--- config.mk ---
export PLATFORM = sky130hd
export DESIGN_NAME = mips_mdu
export DESIGN_NICKNAME = d
export VERILOG_FILES = /design/src/rtl/mips_mdu_pkg.sv /design/src/rtl/mips_mdu_condneg.sv /design/src/rtl/mips_mdu.sv
export SDC_FILE = /design/constraint.sdc
export NUM_CORES = 1
export LEC_CHECK = 0
export ABC_AREA = 1
export CAP_MARGIN = 0
export CORE_MARGIN = 5
export CORE_UTILIZATION = 35
export DETAILED_ROUTE_END_ITERATION = 10
export GPL_ROUTABILITY_DRIVEN = 0
export PLACE_DENSITY = 0.56
export SLEW_MARGIN = 20
export SYNTH_ARGS = -nofsm -noshare
export SYNTH_HDL_FRONTEND = slang
export SYNTH_SLANG_ARGS = --single-unit
--- constraint.sdc ---
create_clock -name clk -period 7.19 [get_ports clk]
set_input_delay 1.438 -clock clk [delete_from_list [all_inputs] [get_ports clk]]
set_output_delay 1.438 -clock clk [all_outputs]
set_load 0.05 [all_outputs]
--- src/rtl/mips_mdu_pkg.sv ---
// Shared types for the MIPS multiply/divide unit: operation codes and FSM states.
package mips_mdu_pkg;

   typedef enum logic [2:0] {
      MULT  = 3'd0,
      MULTU = 3'd1,
      DIV   = 3'd2,
      DIVU  = 3'd3,
      MTHI  = 3'd4,
      MTLO  = 3'd5
   } mdu_op_t;

   typedef enum logic [1:0] {
      IDLE = 2'd0,
      RUN  = 2'd1,
      FIX  = 2'd2
   } mdu_state_t;

endpackage

--- src/rtl/mips_mdu_condneg.sv ---
// Conditional two's-complement negate: y = neg ? -a : a (modular).
module condneg #(
   parameter int WIDTH = 32
) (
   input  logic [WIDTH-1:0] a,
   input  logic             neg,
   output logic [WIDTH-1:0] y
);

   assign y = neg ? (~a + WIDTH'(1)) : a;

endmodule

--- src/rtl/mips_mdu.sv ---
// Serial radix-2 multiply/divide unit with HI/LO registers for the MIPS datapath.
// Magnitudes are processed unsigned; signs are re-applied in the single FIX cycle.
module mips_mdu
   import mips_mdu_pkg::*;
#(
   parameter int WIDTH = 32
) (
   input  logic             clk,
   input  logic             reset,
   input  logic             start,
   input  mdu_op_t          op,
   input  logic             flush,
   input  logic [WIDTH-1:0] srca,
   input  logic [WIDTH-1:0] srcb,
   output logic             busy,
   output logic             done,
   output logic [WIDTH-1:0] hi,
   output logic [WIDTH-1:0] lo
);

   localparam int CW = $clog2(WIDTH);

   mdu_state_t           r_state;
   logic [CW-1:0]        r_cnt;
   logic [WIDTH:0]       r_rem;     // multiply: upper product half; divide: partial remainder
   logic [WIDTH-1:0]     r_q;       // multiply: multiplier/low half; divide: dividend/quotient
   logic [WIDTH-1:0]     r_m;       // multiplicand or divisor magnitude
   logic                 r_is_div;
   logic                 r_neg_lo;
   logic                 r_neg_hi;
   logic                 r_busy;
   logic                 r_done;
   logic [WIDTH-1:0]     r_hi;
   logic [WIDTH-1:0]     r_lo;

   logic                 w_signed;
   logic                 w_op_div;
   logic [WIDTH-1:0]     w_abs_a;
   logic [WIDTH-1:0]     w_abs_b;
   logic [WIDTH:0]       w_madd;
   logic [WIDTH:0]       w_rsh;
   logic [WIDTH:0]       w_trial;
   logic [2*WIDTH-1:0]   w_prod;
   logic [WIDTH-1:0]     w_quo;
   logic [WIDTH-1:0]     w_rem;

   assign w_signed = (op == MULT) || (op == DIV);
   assign w_op_div = (op == DIV) || (op == DIVU);

   condneg #(.WIDTH(WIDTH)) u_abs_a (.a(srca), .neg(w_signed & srca[WIDTH-1]), .y(w_abs_a));
   condneg #(.WIDTH(WIDTH)) u_abs_b (.a(srcb), .neg(w_signed & srcb[WIDTH-1]), .y(w_abs_b));

   condneg #(.WIDTH(2*WIDTH)) u_fix_p (.a({r_rem[WIDTH-1:0], r_q}), .neg(r_neg_lo), .y(w_prod));
   condneg #(.WIDTH(WIDTH))   u_fix_q (.a(r_q), .neg(r_neg_lo), .y(w_quo));
   condneg #(.WIDTH(WIDTH))   u_fix_r (.a(r_rem[WIDTH-1:0]), .neg(r_neg_hi), .y(w_rem));

   assign w_madd  = r_rem + {1'b0, (r_q[0] ? r_m : '0)};
   assign w_rsh   = {r_rem[WIDTH-1:0], r_q[WIDTH-1]};
   assign w_trial = w_rsh - {1'b0, r_m};

   // NOTE: state registers use non-blocking assignments so every register samples pre-edge values.
   always_ff @(posedge clk or negedge reset) begin
      if (!reset) begin
         r_state  <= IDLE;
         r_cnt    <= '0;
         r_rem    <= '0;
         r_q      <= '0;
         r_m      <= '0;
         r_is_div <= 1'b0;
         r_neg_lo <= 1'b0;
         r_neg_hi <= 1'b0;
         r_busy   <= 1'b0;
         r_done   <= 1'b0;
         r_hi     <= '0;
         r_lo     <= '0;
      end else begin
         r_done <= 1'b0;
         if (flush) begin
            r_state <= IDLE;
            r_busy  <= 1'b0;
            r_cnt   <= '0;
         end else begin
            case (r_state)
               IDLE: begin
                  if (start) begin
                     case (op)
                        MTHI: r_hi <= srca;
                        MTLO: r_lo <= srca;
                        MULT, MULTU, DIV, DIVU: begin
                           r_q      <= w_abs_a;
                           r_m      <= w_abs_b;
                           r_rem    <= '0;
                           r_is_div <= w_op_div;
                           // Divide by zero keeps the all-ones quotient unsigned.
                           r_neg_lo <= w_signed & (srca[WIDTH-1] ^ srcb[WIDTH-1])
                                       & ~(w_op_div & (srcb == '0));
                           r_neg_hi <= w_signed & srca[WIDTH-1];
                           r_cnt    <= '0;
                           r_busy   <= 1'b1;
                           r_state  <= RUN;
                        end
                        default: ;
                     endcase
                  end
               end
               RUN: begin
                  if (r_is_div) begin
                     if (!w_trial[WIDTH]) begin
                        r_rem <= w_trial;
                        r_q   <= {r_q[WIDTH-2:0], 1'b1};
                     end else begin
                        r_rem <= w_rsh;
                        r_q   <= {r_q[WIDTH-2:0], 1'b0};
                     end
                  end else begin
                     r_rem <= {1'b0, w_madd[WIDTH:1]};
                     r_q   <= {w_madd[0], r_q[WIDTH-1:1]};
                  end
                  if (r_cnt == CW'(WIDTH-1)) begin
                     r_cnt   <= '0;
                     r_state <= FIX;
                  end else begin
                     r_cnt <= r_cnt + CW'(1);
                  end
               end
               FIX: begin
                  if (r_is_div) begin
                     r_lo <= w_quo;
                     r_hi <= w_rem;
                  end else begin
                     {r_hi, r_lo} <= w_prod;
                  end
                  r_done  <= 1'b1;
                  r_busy  <= 1'b0;
                  r_state <= IDLE;
               end
               default: r_state <= IDLE;
            endcase
         end
      end
   end

   assign busy = r_busy;
   assign done = r_done;
   assign hi   = r_hi;
   assign lo   = r_lo;

endmodule

Word level (Yosys, flattened, before mapping) --
Cells that the tools add are included.
Cells by class: reductions and logical operators 17, equal/unequal tests 15, muxes and demuxes 40, add/subtract/negate cells 8, bitwise gates (word level) 13
Operators by type and width (number):
- $mux W32 | 14
- $pmux W32 S2 | 3
- $mux W33 | 4
- $add A32 B1 Y32 const B | 4
- $not A32 Y32 | 4
- $pmux W33 S2 | 1
- $add A64 B1 Y64 const B | 1
- $mux W64 | 1
- $not A64 Y64 | 1
- $add A33 B32 Y33 | 1
- $sub A33 B32 Y33 | 1
- $logic_not A32 Y1 | 1
- $mux W5 | 4
- $reduce_and A4 Y1 | 4
- $pmux W5 S2 | 1
- $reduce_and A3 Y1 | 3
- $mux W2 | 4
- $eq A3 B2 Y1 const B | 2
- $eq A3 B3 Y1 const B | 2
- $mux W1 | 6
- $ne A2 B1 Y1 const B | 3
- $ne A3 B3 Y1 const B | 2
- $reduce_bool A3 Y1 | 2
- $add A5 B1 Y5 const B | 1
- 16 further kinds | 23
Storage, ports and cells: flip-flop bits (word level) 173, input bits 71, output and inout bits 66, word-level logic and storage cells 105

Longest topological paths before layout --
word-level depth 7, gate-level depth with buffers 22, gate-level depth less buffers 20

By module --
A second synthesis with hierarchy kept.
Unflattened totals: cells, all modules 3581, area total of the unflattened synthesis 20627.3 um2
By module, submodules not included:
- mips_mdu | sequential area each 4329.2 um2, area each 13726.9 um2, cells an instance 2175, instances 1
- condneg (u_abs_a ...) | sequential area each 0.0 um2, area each 1108.6 um2, cells an instance 227, instances 4
- condneg (u_fix_p) | sequential area each 0.0 um2, area each 2466.1 um2, cells an instance 498, instances 1

Least setup slack after synthesis --
Ideal clock, no wire load.
path kind register to register, start point reg r_q[31], end point reg r_rem[11], data required time 7.059 ns, path slack 3.961 ns, library setup time 0.131 ns, clock period less this slack 3.229 ns, path buffers 3, cell stages (with the launch flop) 21, data arrival time 3.098 ns, cell sequence dfrtp_1 inv_1 ha_1 fa_1 nor2_1 nor2_1 o21bai_1 nand2_1 nand2_1 nand2_1 nand2_1 a21oi_1 o21bai_1 ha_1 clkbuf_1 inv_1 buf_2 clkbuf_1 o21ai_0 nand3_1 o21ai_0
Between the ends: cells in the longest elaborated chain, start to end 4
Ends and longest elaborated chain:
- start: declaration | line mips_mdu.sv:26 | logic [WIDTH-1:0] r_q;
- start signal: assignment | line mips_mdu.sv:90 | r_q <= w_abs_a;
- start signal: assignment | line mips_mdu.sv:110 | r_q <= {r_q[WIDTH-2:0], 1'b1};
- start signal: assignment | line mips_mdu.sv:113 | r_q <= {r_q[WIDTH-2:0], 1'b0};
- $sub A33 B32 Y33 | line mips_mdu.sv:59 | assign w_trial = w_rsh - {1'b0, r_m};
- $mux W33 | line mips_mdu.sv:108 | if (!w_trial[WIDTH]) begin
- $mux W33 | line mips_mdu.sv:107 | if (r_is_div) begin
- $pmux W33 S2 | line mips_mdu.sv:83 | case (r_state)
- end signal: assignment | line mips_mdu.sv:109 | r_rem <= w_trial;
- end signal: assignment | line mips_mdu.sv:112 | r_rem <= w_rsh;
- end signal: assignment | line mips_mdu.sv:116 | r_rem <= {1'b0, w_madd[WIDTH:1]};
- end: declaration | line mips_mdu.sv:25 | logic [WIDTH:0] r_rem;
No other way between the ends. A chain may end at the register's enable or synchronous reset.

Worst setup path after layout --
start point reg r_q[31], end point reg r_rem[30]
The elaborated chain is that of the path after synthesis.

==> run summary <==
Final TNS setup = 0 ns
Die area = 0.0536 mm²
Fin area = 0.0197 mm²
Startpoint Class = flop
Drt drc = 0
Clock transition at path regs = 0.08 ns
Final setup fails = 0
Cell type with the largest total area after synthesis = dfrtp_1
Critical Path, Cell by Cell = inv_1 -> ha_1 -> fa_1 -> nor2_1 -> nor2_1 -> o21bai_1 -> nand2_1 -> nand2_1 -> nand2_1 -> nand2_1 -> a21oi_1 -> o21bai_1 -> ha_1 -> inv_1 -> buf_4 -> a21oi_1 -> nand2_1 -> nand3_1 -> nand2_1
Clk buf depth = 2
Core ar. = 0.0487 mm²
CP peak stage delay = 0.85 ns
Status = finished, final reports clean
Seq/Total Area, Yosys = 25.2%
Crit Path Category = flop to flop
Worst rel slew slack = 28.2%
Final slew viol count = 0
CTS root buf = clkbuf_16
Post-CTS setup buffer count = 0
Global-route wire length before repair = 107000 µm
Vias = 19.7k
Area fraction of the dominant cell type after synthesis = 25.2%
GR Util met1 = 31.9%
CTS tree = built
Least-Margin Pin Slew = 1.08 ns
Slowest-stage cell, CP = inv_1
RSZ-0062 raised after global routing = no
Vias in the first global route = 18.4k
Peak VDD IR = 0.000265 V
Fillers = 5340
F_max = 0.223 GHz
Worst hold path type = flop to flop
Post-cts sizing count = 0
Maxcap violations = 0
Clock insertion delay at the later pin of the skew report = 0.48 ns
Synth area leaders = dfrtp_1 25%, nand2_1 17%, inv_1 8.2%
Remaining global-route overflow = 0
Sink Count = 173
Total CTS buffers = 17
Fin nets = 3105
Initial drt markers = 1917
Cell row count = 81
Largest net degree at the start of global routing = 114
Placed Area = 0.0191 mm²
Yosys warnings = 0
HPWL after DPL = 55000 µm
Mean Syn Cell Area = 5.95 µm²
WP data required = 7.60 ns
Initial antenna violation count = 0
Period Utilization, post-route = 62.3%
Pleak = 9.55 nW
CP Max Fanout = 35
Synth Net Count = 3029
Synth Register Bits = 173
Fin crit period = 4.48 ns
Final WL = 70600 µm
Cell variety after synth = 51
Most used DFF post-synth = dfrtp_1
Post-Syn Area = 0.0172 mm²
Die height = 231 µm
Input/output buffers = 136
M2 GR Usage = 42.5%
Post-synth EDFFs = 0
Top Usage Layer GRT = met2
Met3 usage = 4.56%
Cells after Synth = 2885
Cell Pwr Density = 497 mW/mm²
Area growth, synth to finish = 14.8%
Worst path arrival time = 4.89 ns
Num ports = 137
Global-route usage over all layers = 25.5%
Router iterations before antenna repair = 6
DRT antenna net count = 0
CP Capture Type = flop
Vias per std cell = 5.41
Async S/R FF share, synth = 100%
Die X-Extent = 231 µm
Most used cell along the critical path = nand2_1
WL per Instance = 19.4 µm
Final Hold Viols = 0
# hold bufs at CTS = 0
H-Tree Depth = 4
Proportion of layout cells with a drive suffix above 1 = 4.54%
Starting density of the core = 35.2%
Antenna cell count = 0
Clk_skew = 0.0150 ns
## worst paths after layout
check / start / to / slack [ns] / depth (start not counted)
max: r_q[31] / r_rem[30] / 2.71 / 19
min: lo[16] / lo[16] / 0.48 / 2
max reg2reg: r_q[31] / r_rem[30] / 2.71 / 19
min reg2reg: lo[16] / lo[16] / 0.48 / 2
max in group asynchronous: reset / r_neg_lo / 5.00 / 2
min in group asynchronous: reset / hi[8] / 0.90 / 1
## power by group
group | internal [mW] | leakage, nW | switching, mW
combinational | 2.08 | 7.20 | 4.61
clock | 0.544 | 0.287 | 0.457
sequential | 1.41 | 2.07 | 0.694
## routing by layer
layer  vias to the layer above  share of wire (%)
met1                      9205                 41
met3                       153                7.2
met2                       798                 47
met5                         -                  0
met4                         0                5.4
li1                       9522                  -
## placed cells by master (no fill, tap or decap), types with 6 or more instances in the layout
cell	instances
nand2_1	779
o211ai_1	10
nor2_4	11
a31oi_1	20
o21ai_0	200
a21oi_2	6
xnor2_1	21
nor3_1	21
nor2_1	366
nand2_2	12
inv_2	16
o21bai_1	12
a21oi_1	230
o21ai_1	29
a22oi_1	21
ha_1	71
buf_4	13
clkdlybuf4s50_1	135
nand3_2	13
xor2_1	19
dfrtp_1	171
nand3b_1	12
nand3_1	281
nand4_1	32
clkbuf_16	17
inv_1	375
nor2_2	10
## sequential cells by signal (all words and copies together) (netlist names)
| name | count |
|---|---|
| r_m | 32 |
| r_neg_hi | 1 |
| r_neg_lo | 1 |
| r_cnt | 5 |
| r_q | 32 |
| done | 1 |
| r_rem | 33 |
| busy | 1 |
| lo | 32 |
| hi | 32 |
| r_state | 2 |
| r_is_div | 1 |
## logic make-up (layout without fill, tap and decap cells)
group,after synthesis,count (layout),synth area share (%)
buf+inv,485,574,10.9
xor+xnor,40,40,2.04
simple gates,1563,1563,39.1
compound gates,551,551,17.4
fa+ha+maj,73,73,5.41
flops,173,173,25.2
## stage by stage
stage / hold WS [ns] / instances / setup slack [ns] / utilization [%] / power, mW
2_1_floorplan: 0.472 / 2885 / 3.96 / - / 6.52
3_3_place_gp: 0.468 / 3605 / 2.96 / 39.1 / 8.64
3_5_place_dp: 0.472 / 3605 / 2.77 / 39.1 / 8.71
4_1_cts: 0.490 / 3637 / 2.74 / 40.4 / 9.74
5_1_grt: 0.506 / 3638 / 2.41 / 40.4 / 10.6
6_report: 0.482 / 3638 / 2.71 / 40.4 / 9.80
## critical path: cells and delay by family, from the launching register on
kind	cells	cell delay, ns
AOI/OAI and AO/OA	4	0.56
adders and majority gates	3	1.10
DFF	1	0.43
buffers and inverters	3	1.33
and+or+nand+nor	9	0.97
## cell usage after synthesis, drive strengths merged (3+ instances only)
library cell / instances
o211ai: 10
xnor2: 21
nor2: 387
nor3: 26
clkbuf: 47
ha: 71
inv: 391
o21bai: 12
o31ai: 4
nand3: 295
a22oi: 21
nand3b: 13
nand2: 795
or2: 6
a21o: 3
a31oi: 20
xor2: 19
o21ai: 233
o22ai: 5
dfrtp: 173
buf: 46
nand4: 32
nor4: 3
a21oi: 236
## final cells by class
| class | instances | area [µm²] | share of cell area [%] |
|---|---|---|---|
| clock inverters | 11 | 131 | 0.667 |
| repair buffers | 150 | 1490 | 7.57 |
| well taps | 664 | 831 | 4.22 |
| inverters | 392 | 1470 | 7.48 |
| flip-flops and latches | 173 | 4330 | 22.0 |
| multi-input cells | 2227 | 11000 | 55.7 |
| clock buffers | 21 | 470 | 2.39 |
(Power assumes the default switching activity.)
